`config.mk`:
```
export PLATFORM = sky130hd
export DESIGN_NAME = cop_issuer
export DESIGN_NICKNAME = d
export VERILOG_FILES = /design/src/rtl/cop_pkg.sv /design/src/rtl/cop_sync_fifo.sv /design/src/rtl/cop_issuer.sv
export SDC_FILE = /design/constraint.sdc
export NUM_CORES = 1
export LEC_CHECK = 0
export CAP_MARGIN = 40
export CORE_ASPECT_RATIO = 0.9
export CORE_MARGIN = 5
export CORE_UTILIZATION = 54
export DETAILED_ROUTE_END_ITERATION = 10
export GPL_ROUTABILITY_DRIVEN = 0
export PLACE_DENSITY = 0.8
export SLEW_MARGIN = 20
export SYNTH_ARGS = -nofsm -noshare
export SYNTH_HDL_FRONTEND = slang
export SYNTH_SLANG_ARGS = --single-unit
```
`constraint.sdc`:
```
create_clock -name clk -period 6.31 [get_ports clk]
set_clock_uncertainty 0.05 [all_clocks]
set_input_delay 1.262 -clock clk [delete_from_list [all_inputs] [get_ports clk]]
set_output_delay 1.262 -clock clk [all_outputs]
set_load 0.1 [all_outputs]
```
`src/rtl/cop_pkg.sv`:
```
// Shared definitions for the coprocessor request/response channel:
// word widths, instruction field positions and the request-entry layout.
package cop_pkg;

  localparam int COP_INST_WIDTH = 32;
  localparam int COP_REG_WIDTH  = 32;
  localparam int COP_XD_BIT     = 14;
  localparam int COP_RD_LSB     = 7;
  localparam int COP_RD_W       = 5;

  typedef struct packed {
    logic [COP_INST_WIDTH-1:0] insn;
    logic [COP_REG_WIDTH-1:0]  rs1;
    logic [COP_REG_WIDTH-1:0]  rs2;
    logic [COP_REG_WIDTH-1:0]  rs3;
  } cop_req_t;

  // Instruction expects a result to be written back
  function automatic logic insn_xd(input logic [COP_INST_WIDTH-1:0] insn);
    return insn[COP_XD_BIT];
  endfunction

  // Destination register field
  function automatic logic [COP_RD_W-1:0] insn_rd(input logic [COP_INST_WIDTH-1:0] insn);
    return insn[COP_RD_LSB +: COP_RD_W];
  endfunction

endpackage

```
`src/rtl/cop_sync_fifo.sv`:
```
// Single-clock FIFO with full/empty flags derived from an extra pointer
// bit. DEPTH must be a power of two. Push when full and pop when empty
// are ignored. Storage is not reset; only the pointers are.
module cop_sync_fifo #(
  parameter int DATA_W = 8,
  parameter int DEPTH  = 4
) (
  input  logic              clk,
  input  logic              rst_n,
  input  logic              push,
  input  logic [DATA_W-1:0] wdata,
  input  logic              pop,
  output logic [DATA_W-1:0] rdata,
  output logic              full,
  output logic              empty
);

  localparam int AW = $clog2(DEPTH);

  logic [DATA_W-1:0] mem [DEPTH];
  logic [AW:0]       wptr;
  logic [AW:0]       rptr;
  logic              do_push;
  logic              do_pop;

  assign do_push = push & !full;
  assign do_pop  = pop & !empty;
  assign empty   = (wptr == rptr);
  assign full    = (wptr[AW] != rptr[AW]) && (wptr[AW-1:0] == rptr[AW-1:0]);
  assign rdata   = mem[rptr[AW-1:0]];

  // Pointer advance; wraps naturally modulo 2*DEPTH
  always_ff @(posedge clk or negedge rst_n) begin
    if (!rst_n) begin
      wptr <= '0;
      rptr <= '0;
    end else begin
      if (do_push) wptr <= wptr + 1'b1;
      if (do_pop)  rptr <= rptr + 1'b1;
    end
  end

  // Entry storage write
  always_ff @(posedge clk) begin
    if (do_push) mem[wptr[AW-1:0]] <= wdata;
  end

endmodule

```
`src/rtl/cop_issuer.sv`:
```
// Host-side initiator for the gnpu coprocessor channel. Buffers dispatched
// instructions, issues them in order, tracks destination registers of
// result-producing instructions and steers responses back to writeback.
// Optional build macro: COP_ISSUER_TIMEOUT_EN enables the response watchdog.
module cop_issuer
  import cop_pkg::*;
#(
  parameter int REQ_DEPTH      = 4,
  parameter int TAG_DEPTH      = 4,
  parameter int TIMEOUT_CYCLES = 1024
) (
  input  logic                      clk,
  input  logic                      rst_n,
  input  logic                      disp_vld_i,
  output logic                      disp_rdy_o,
  input  logic [COP_INST_WIDTH-1:0] disp_insn_i,
  input  logic [COP_REG_WIDTH-1:0]  disp_rs1_data_i,
  input  logic [COP_REG_WIDTH-1:0]  disp_rs2_data_i,
  input  logic [COP_REG_WIDTH-1:0]  disp_rs3_data_i,
  output logic                      cpu_tpu_req_vld_o,
  input  logic                      cpu_tpu_req_rdy_i,
  output logic [COP_INST_WIDTH-1:0] cpu_tpu_req_insn_o,
  output logic [COP_REG_WIDTH-1:0]  cpu_tpu_req_rs1_data_o,
  output logic [COP_REG_WIDTH-1:0]  cpu_tpu_req_rs2_data_o,
  output logic [COP_REG_WIDTH-1:0]  cpu_tpu_req_rs3_data_o,
  input  logic                      cpu_tpu_resp_vld_i,
  output logic                      cpu_tpu_resp_rdy_o,
  input  logic [COP_REG_WIDTH-1:0]  cpu_tpu_resp_data_i,
  output logic                      wb_vld_o,
  input  logic                      wb_rdy_i,
  output logic [4:0]                wb_rd_o,
  output logic [COP_REG_WIDTH-1:0]  wb_data_o,
  output logic                      busy_o,
  output logic                      err_o,
  output logic                      timeout_o
);

  cop_req_t              req_wdata;
  cop_req_t              req_head;
  cop_req_t              req_out;
  logic                  req_full;
  logic                  req_empty;
  logic                  req_push;
  logic                  req_fire;
  logic                  head_xd;
  logic [COP_RD_W-1:0]   tag_head;
  logic                  tag_full;
  logic                  tag_empty;
  logic                  tag_push;
  logic                  tag_pop;

  assign req_wdata  = '{insn: disp_insn_i, rs1: disp_rs1_data_i,
                        rs2: disp_rs2_data_i, rs3: disp_rs3_data_i};
  assign disp_rdy_o = !req_full;
  assign req_push   = disp_vld_i & !req_full;

  cop_sync_fifo #(
    .DATA_W ($bits(cop_req_t)),
    .DEPTH  (REQ_DEPTH)
  ) u_req_fifo (
    .clk   (clk),
    .rst_n (rst_n),
    .push  (req_push),
    .wdata (req_wdata),
    .pop   (req_fire),
    .rdata (req_head),
    .full  (req_full),
    .empty (req_empty)
  );

  // A result-producing request may only issue when its tag has a slot
  assign head_xd           = !req_empty & insn_xd(req_head.insn);
  assign cpu_tpu_req_vld_o = !req_empty & !(head_xd & tag_full);
  assign req_fire          = cpu_tpu_req_vld_o & cpu_tpu_req_rdy_i;
  assign tag_push          = req_fire & head_xd;

  // Payload reads as zero while nothing is queued (stale storage hidden)
  assign req_out                = req_empty ? '0 : req_head;
  assign cpu_tpu_req_insn_o     = req_out.insn;
  assign cpu_tpu_req_rs1_data_o = req_out.rs1;
  assign cpu_tpu_req_rs2_data_o = req_out.rs2;
  assign cpu_tpu_req_rs3_data_o = req_out.rs3;

  cop_sync_fifo #(
    .DATA_W (COP_RD_W),
    .DEPTH  (TAG_DEPTH)
  ) u_tag_fifo (
    .clk   (clk),
    .rst_n (rst_n),
    .push  (tag_push),
    .wdata (insn_rd(req_head.insn)),
    .pop   (tag_pop),
    .rdata (tag_head),
    .full  (tag_full),
    .empty (tag_empty)
  );

  // Response steering: pass through to writeback when a tag is pending,
  // otherwise accept and drop the response
  always_comb begin
    cpu_tpu_resp_rdy_o = 1'b1;
    wb_vld_o           = 1'b0;
    if (!tag_empty) begin
      cpu_tpu_resp_rdy_o = wb_rdy_i;
      wb_vld_o           = cpu_tpu_resp_vld_i;
    end
  end

  assign tag_pop   = wb_vld_o & wb_rdy_i;
  assign wb_rd_o   = tag_empty ? '0 : tag_head;
  assign wb_data_o = cpu_tpu_resp_data_i;
  assign busy_o    = !req_empty | !tag_empty;

  // Sticky flag for a response that arrives with no outstanding tag
  always_ff @(posedge clk or negedge rst_n) begin
    if (!rst_n)                             err_o <= 1'b0;
    else if (cpu_tpu_resp_vld_i & tag_empty) err_o <= 1'b1;
  end

`ifdef COP_ISSUER_TIMEOUT_EN
  localparam int CNT_W = $clog2(TIMEOUT_CYCLES + 1);

  logic [CNT_W-1:0] wd_cnt;

  // Watchdog: counts cycles since the last tag pop while tags are pending
  always_ff @(posedge clk or negedge rst_n) begin
    if (!rst_n) begin
      wd_cnt    <= '0;
      timeout_o <= 1'b0;
    end else begin
      if (tag_empty || tag_pop)                  wd_cnt <= '0;
      else if (wd_cnt != CNT_W'(TIMEOUT_CYCLES)) wd_cnt <= wd_cnt + 1'b1;
      if (wd_cnt == CNT_W'(TIMEOUT_CYCLES))      timeout_o <= 1'b1;
    end
  end
`else
  logic unused_timeout_cfg;
  assign unused_timeout_cfg = ^TIMEOUT_CYCLES;
  assign timeout_o          = 1'b0;
`endif

endmodule

```
* Word-level counts from Yosys, hierarchy flattened *
Memories as Yosys holds them, arrays and structs flattened.
Index checks and enable logic that the tools add are counted.

storage, ports and cells
  register bits = 13
  memory bits (writable) = 532
  input bits = 166
  output and inout bits = 172
  memories kept = 2

memory list
  memory          depth  bits a word  read ports  clocked after Yosys merged registers in  write ports  RTL line             source
  u_req_fifo.mem  4      128          1           0                                        1            cop_sync_fifo.sv:20  logic [DATA_W-1:0] mem [DEPTH];
  u_tag_fifo.mem  4      5            1           0                                        1            cop_sync_fifo.sv:20

operators by class
  add/subtract/negate cells = 4
  equality and inequality tests = 6
  mux-type cells = 8
  bitwise gates (word level) = 13
  reductions and logical operators = 7

operators with widths
  cell                                          count
  two-way mux 128 bit                           1
  adder 3 x 1 -> 3 bit (second input constant)  4
  AND 1 bit                                     12
  == test 3 bit                                 2
  two-way mux 1 bit                             6
  logical NOT 1 bit                             5
  two-way mux 5 bit                             1
  == test 2 bit                                 2
  logical AND 1 bit                             2
  inequality test 1 bit                         2
  OR 1 bit                                      1

* Depth between registers and ports, before layout *
Gate-level depths: netlist of run 1.

  word-level depth = 11
  gate-level depth with buffers = 6
  depth with buffers taken out = 4

* Hierarchy *
From an unflattened synthesis of run 1, not the netlist that was laid out.

unflattened totals
  cell total of the unflattened synthesis = 986
  area, all modules = 21483.1 µm²

modules (own cells, without submodules)
  module                       times used  cells each  area an instance (µm²)  seq. area each (µm²)
  cop_sync_fifo at u_req_fifo  1           718         18979.5                 15524.9
  cop_issuer                   1           193         1257.5                  25.0
  cop_sync_fifo at u_tag_fifo  1           75          1246.2                  750.7

* Worst setup path after synthesis of run 1 *
Ideal clock, no wire load.

  kind = input port to flip-flop
  start = input port disp_vld_i
  end = memory u_req_fifo.mem[3][0] (netlist name), enable pin
  arrival = 4.646 ns
  slack = 1.110 ns
  stages on the path = 3
  buffers on the path = 0
  cells stage by stage = inv_1 a31oi_1 and2_1

between the ends
  cells in the longest elaborated chain, start to end = 4

ends and longest elaborated chain
  element                                  RTL line             source
  start: declaration                       cop_issuer.sv:14     input logic disp_vld_i,
  AND 1 bit                                cop_issuer.sv:55     assign req_push = disp_vld_i & !req_full;
  AND 1 bit                                cop_sync_fifo.sv:26  assign do_push = push & !full;
  two-way mux 1 bit                        cop_sync_fifo.sv:45  if (do_push) mem[wptr[AW-1:0]] <= wdata;
  two-way mux 1 bit (not written as such)  cop_sync_fifo.sv:45
  end: declaration                         cop_sync_fifo.sv:20

No other way between the ends.

* Worst setup path after layout of run 1 *
  start = register u_req_fifo.rptr[0]
  end = output port cpu_tpu_req_rs3_data_o[23]

between the ends
  cells in the longest elaborated chain, start to end = 2
  elaborated cells between the ends (all ways) = 3
  those cells by class = 1 x eq/ne; 1 x mux; 1 x memory

ends and longest elaborated chain
  element                                                     RTL line             source
  start: declaration                                          cop_sync_fifo.sv:22  logic [AW:0] rptr;
  start signal: assignment                                    cop_sync_fifo.sv:39  if (do_pop) rptr <= rptr + 1'b1;
  memory read (4 x 128 bit) or == test 3 bit (tied branches)  n/a
  two-way mux 128 bit (*)                                     cop_issuer.sv:78     assign req_out = req_empty ? '0 : req_head;
  end: declaration                                            cop_issuer.sv:25     output logic [COP_REG_WIDTH-1:0] cpu_tpu_req_rs3_data_o,

Every way passes the cells marked *; elsewhere a longest branch is shown, timed or not.

==> qor.yml, run 1 <==
status: "finished, final reports clean"
area_delta_synth_final_pct: 26.5
syn-cell-area_sq_mm: 0.0211
crit_arrival_ns: 3.77
cts_tree: "done"
synth_top_area_share_pct: 75.5
final_common_cell: "edfxtp_1"
grt_max_degree: 131
drt_iter0_drc: 642
cts.sinks: 545
worstSkewPairLatency_ns: 0.58
crit_path_max_fanout: 35
antenna_found_initial: 7
synth_cell_types: 31
overflow: 0
grt_pass1_vias: 11300
async_reset_ff_share_pct: 2.39
drive_gt1_share_pct: 28.6
synth-main-ff-cell: "edfxtp_1"
rsz0062_at_grt: "no"
worst_ep_required_time_ns: 5.00
drt-pass1-iter-count: 5
postLayoutCoreUtil_pct: 69.4
setup_viol: 0
clock-root-buffer: "clkbuf_16"
avgSynthCellArea_sq_um: 22.2
vias_per_cell: 5.55
ys_ff_latch: 545
post-synth-top-area-cell: "edfxtp_1"
hold_viol: 0
crit_type: "reg2out"
rows: 68
layout_common_cells: "edfxtp_1, clkdlybuf4s50_1, mux4_2, and2_1, buf_4"
min_period_over_period_pct: 80.6
cts.hold.buffers_added: 0
grtUsageTotal_pct: 20.0
synth.area.top_cells: "edfxtp_1, mux4_2, and2_1, dfrtp_1, buf_4"
synth_edf_count: 532
tightestPinTransition_ns: 0.817
insertedDiodeCount: 0
die_y_um: 198
synth_nets: 1128
dp_hpwl_um: 26100
die_w_um: 219
fillers: 2310
routed-via-count: 10300
hold_ws_ns: 0.422
endpoint_kind: "output port"
regToRegSetupSlack_ns: 3.09
synth_sequential_area_ratio_pct: 77.1
max-slew-margin-rel_pct: 45.5
finalSetupTns_ns: 0
synth_cells: 952
drtAntennaViolNets: 0
startpoint_type: "flip-flop"
finalMaxSlewViolations: 0
post_cts_resized: 0
layout.area.seq_sq_mm: 0.0163
fmax_mhz: 197
initial_core_util_pct: 54.9
ys_warn_count: 0
multi_input_area_sq_mm: 0.00434
hp-class: "reg2reg"
die-area_sq_mm: 0.0432
post_cts_buffers: 0
core_sq_mm: 0.0385
htreeDepth: 2
port_buffers: 272
period_needed_ns: 5.08
grt_pass1_wl_um: 65400
drv_cap: 0
wirelength_um: 43100
layout.nets: 1458
io_pins: 338
clock_path_buffers: 3
clkTransAtPathRegs_ns: 0.06
numCtsBuffers: 52
avgRoutedWirePerCell_um: 23.3
drc: 0
-- critical path, stage by stage (launching register included) --
cell and delay [ns]:
dfrtp_4 0.78, buf_4 0.65, buf_4 0.66, mux4_2 0.59, and2_1 0.20, buf_4 0.24
-- cells in the mapped netlist (3+ instances only) --
library cell  number
edfxtp_1         532
clkbuf_1          17
buf_6              3
buf_2             15
xor2_1             4
and2_1           137
mux4_2           133
xnor2_1           10
mux2_4             3
buf_4             42
inv_1              6
nor2b_1            6
dfrtp_1           13
ha_1              10
-- flip-flops by register name, summed over array words and instances, names as in the netlist --
register / cells
u_req_fifo.mem: 512
u_tag_fifo.mem: 20
u_req_fifo.rptr: 3
u_req_fifo.wptr: 3
u_tag_fifo.rptr: 3
u_tag_fifo.wptr: 3
err_o: 1
-- routing by layer --
metal  track usage [%]  up-vias  wire [um]
li1                  -     4474          -
met1              25.0     5288      16000
met2              33.2      375      21800
met3              6.82      116       3880
met4              7.14       14       1340
met5                 0        -         91
-- kinds of logic after synthesis --
kind of cell / Yosys count / share of synthesized area (%)
buffers and inverters: 85 / 2.45
multiplexers: 136 / 14.4
AND/OR/NAND/NOR: 158 / 4.81
other: 1 / 0.0177
XOR/XNOR: 14 / 0.580
AO/OA/AOI/OAI: 3 / 0.0888
flip-flops: 545 / 77.1
adder cells (fa/ha/maj): 10 / 0.592
-- worst paths after layout --
| check | from | to | cells past startpoint |
|---|---|---|---|
| max in group asynchronous | rst_n | u_req_fifo.rptr[1] | 1 |
| min reg2reg | err_o | err_o | 1 |
| min in group asynchronous | rst_n | err_o | 1 |
| min | err_o | err_o | 1 |
| max | u_req_fifo.rptr[0] | cpu_tpu_req_rs3_data_o[23] | 5 |
| max reg2reg | u_req_fifo.rptr[0] | u_req_fifo.mem[3][75] | 4 |
-- layout make-up --
class,count,share of cell area (%)
inverters,6,0.0842
well taps,525,2.45
multi-input cells,322,16.2
repair buffers,355,14.1
flip-flops and latches,545,60.9
clock inverters,24,0.762
clock buffers,73,5.42
-- stage by stage --
step / cells / instance area [sq um] / worst slack [ns]
floorplan: 952 / 21100 / 1.11
global placement: 1685 / 24000 / 1.72
detailed placement: 1753 / 25100 / 1.72
CTS: 1850 / 26800 / 1.06
global route: 1850 / 26800 / 0.852
finish: 1850 / 26800 / 1.23
Power of run 1 is left out: the tool's default activity adds up to more than one toggle a clock period on the data nets, which glitch-free logic cannot reach.
==> run 2, diff against run 1 <==
--- a/config.mk
+++ b/config.mk
@@ -8,10 +8,10 @@
 export CAP_MARGIN = 40
 export CORE_ASPECT_RATIO = 0.9
 export CORE_MARGIN = 5
-export CORE_UTILIZATION = 54
+export CORE_UTILIZATION = 48
 export DETAILED_ROUTE_END_ITERATION = 10
 export GPL_ROUTABILITY_DRIVEN = 0
-export PLACE_DENSITY = 0.8
+export PLACE_DENSITY = 0.76
 export SLEW_MARGIN = 20
 export SYNTH_ARGS = -nofsm -noshare
 export SYNTH_HDL_FRONTEND = slang
==> constraint.sdc (replaced) <==
create_clock -name clk -period 4.44 [get_ports clk]
set_clock_uncertainty 0.05 [all_clocks]
set_input_delay 0.888 -clock clk [delete_from_list [all_inputs] [get_ports clk]]
set_output_delay 0.888 -clock clk [all_outputs]
set_load 0.1 [all_outputs]
==> run 2 against run 1 <==
Compared with the run above:
- register-to-register slack got worse by 1.2 ns
- count of clock-buffer cells in the layout decreased by 8
- first-iteration DRC count decreased by 0.78%
- cell count decreased by 1.4%
- wire length decreased by 4.0%
- non-clock buffer count decreased by 64
- cell area decreased by 4.0%
- core utilization decreased by 11 points
- die area increased by 12%
- critical endpoint is now cpu_tpu_req_vld_o
==> qor.yml, run 2 (synthesized netlist as in run 1, its figures left out) <==
hold_viol: 0  # unchanged
layout.area.seq_sq_mm: 0.0163  # unchanged
max-slew-margin-rel_pct: 44.7  # was 45.5%
min_period_over_period_pct: 84.2
dp_hpwl_um: 24600  # was 26100 um
overflow: 0  # unchanged
multi_input_area_sq_mm: 0.00434  # unchanged
endpoint_kind: "output port"  # unchanged
vias_per_cell: 5.43  # was 5.55
drive_gt1_share_pct: 29.6  # was 28.6%
grtUsageTotal_pct: 16.9  # was 20.0%
initial_core_util_pct: 48.2  # was 54.9%
layout.nets: 1395  # was 1458
numCtsBuffers: 53  # was 52
crit_type: "reg2out"  # unchanged
drc: 0  # unchanged
port_buffers: 272  # unchanged
crit_arrival_ns: 2.80  # was 3.77 ns
worst_ep_required_time_ns: 3.50  # was 5.00 ns
area_delta_synth_final_pct: 21.5  # was 26.5%
fmax_mhz: 267
period_needed_ns: 3.74
io_pins: 338  # unchanged
clock_path_buffers: 3  # unchanged
rows: 73  # was 68
grt_pass1_wl_um: 62600  # was 65400 um
clock-root-buffer: "clkbuf_16"  # unchanged
fillers: 3138  # was 2310
antenna_found_initial: 7  # unchanged
drv_cap: 0  # unchanged
setup_viol: 0  # unchanged
cts.hold.buffers_added: 0  # unchanged
worstSkewPairLatency_ns: 0.59  # was 0.58 ns
drt-pass1-iter-count: 5  # unchanged
die_w_um: 231  # was 219 um
layout_common_cells: "edfxtp_1, buf_4, clkdlybuf4s50_1"  # was edfxtp_1, clkdlybuf4s50_1, mux4_2, and2_1, buf_4
htreeDepth: 2  # unchanged
routed-via-count: 9904  # was 10300
hp-class: "reg2reg"  # unchanged
status: "finished, final reports clean"  # unchanged
grt_max_degree: 131  # unchanged
finalSetupTns_ns: 0  # unchanged
drt_iter0_drc: 637  # was 642
clkTransAtPathRegs_ns: 0.06  # about the same
finalMaxSlewViolations: 0  # unchanged
largest_reg_flops: 512  # unchanged
final_common_cell: "edfxtp_1"  # unchanged
cts.sinks: 545  # unchanged
die-area_sq_mm: 0.0484  # was 0.0432 sq mm
cts_tree: "done"  # unchanged
tightestPinTransition_ns: 0.829  # was 0.817 ns
rsz0062_at_grt: "no"  # unchanged
post_cts_resized: 0  # unchanged
crit_path_max_fanout: 78  # was 35
startpoint_type: "flip-flop"  # unchanged
drtAntennaViolNets: 0  # unchanged
wirelength_um: 41400  # was 43100 um
regToRegSetupSlack_ns: 1.85  # was 3.09 ns
post_cts_buffers: 0  # unchanged
grt_pass1_vias: 10600  # was 11300
avgRoutedWirePerCell_um: 22.7  # was 23.3 um
die_y_um: 209  # was 198 um
core_sq_mm: 0.0438  # was 0.0385 sq mm
## run 2: path summary, 6_finish.rpt
path	endpoint	cells after the start	startpoint
worst max-delay path	cpu_tpu_req_vld_o	5	u_req_fifo.rptr[0]
worst min-delay path	err_o	1	err_o
worst max register to register	u_req_fifo.mem[2][126]	4	u_req_fifo.rptr[1]
worst min register to register	err_o	1	err_o
max in group asynchronous	u_req_fifo.rptr[0]	1	rst_n
min in group asynchronous	u_tag_fifo.rptr[1]	1	rst_n
## run 2: area by class of cell
type                            instances  area share [%]
Clock inverter                         31            1.03
Timing Repair Buffer                  291            10.4
Tap cell                              562            2.74
Clock buffer                           65            5.34
Multi-Input combinational cell        322            16.9
Antenna cell                            2          0.0195
Inverter                                6          0.0877
Sequential cell                       545            63.5
## run 2: routing by layer
layer  track usage [%]  vias to the layer above  part of all wire [%]
li1                  -                     4347                     -
met1              23.3                     5149                    42
met2              26.8                      306                    48
met3              4.71                       92                   7.4
met4              5.20                       10                   2.4
met5                 0                        -                  0.17
## run 2: worst max-delay path, stage by stage (launching register included)
cell     delay (ns)
dfrtp_4        0.46
buf_12         0.49
mux4_2         0.65
nand4_2        0.15
and2_1         0.14
buf_4          0.29
## run 2: per-stage QoR
stage	setup WS [ns]	std cells	utilization, %	hold slack (ns)	area, sq um
6_report	0.700	1824	58.6	0.411	25700
5_1_grt	0.520	1822	58.6	0.435	25700
4_1_cts	0.602	1822	58.6	0.414	25700
2_1_floorplan	1.03	952	-	0.410	21200
3_3_place_gp	1.17	1725	54.8	0.390	24000
3_5_place_dp	1.13	1726	54.9	0.401	24000
Power of run 2 is left out for the same reason.
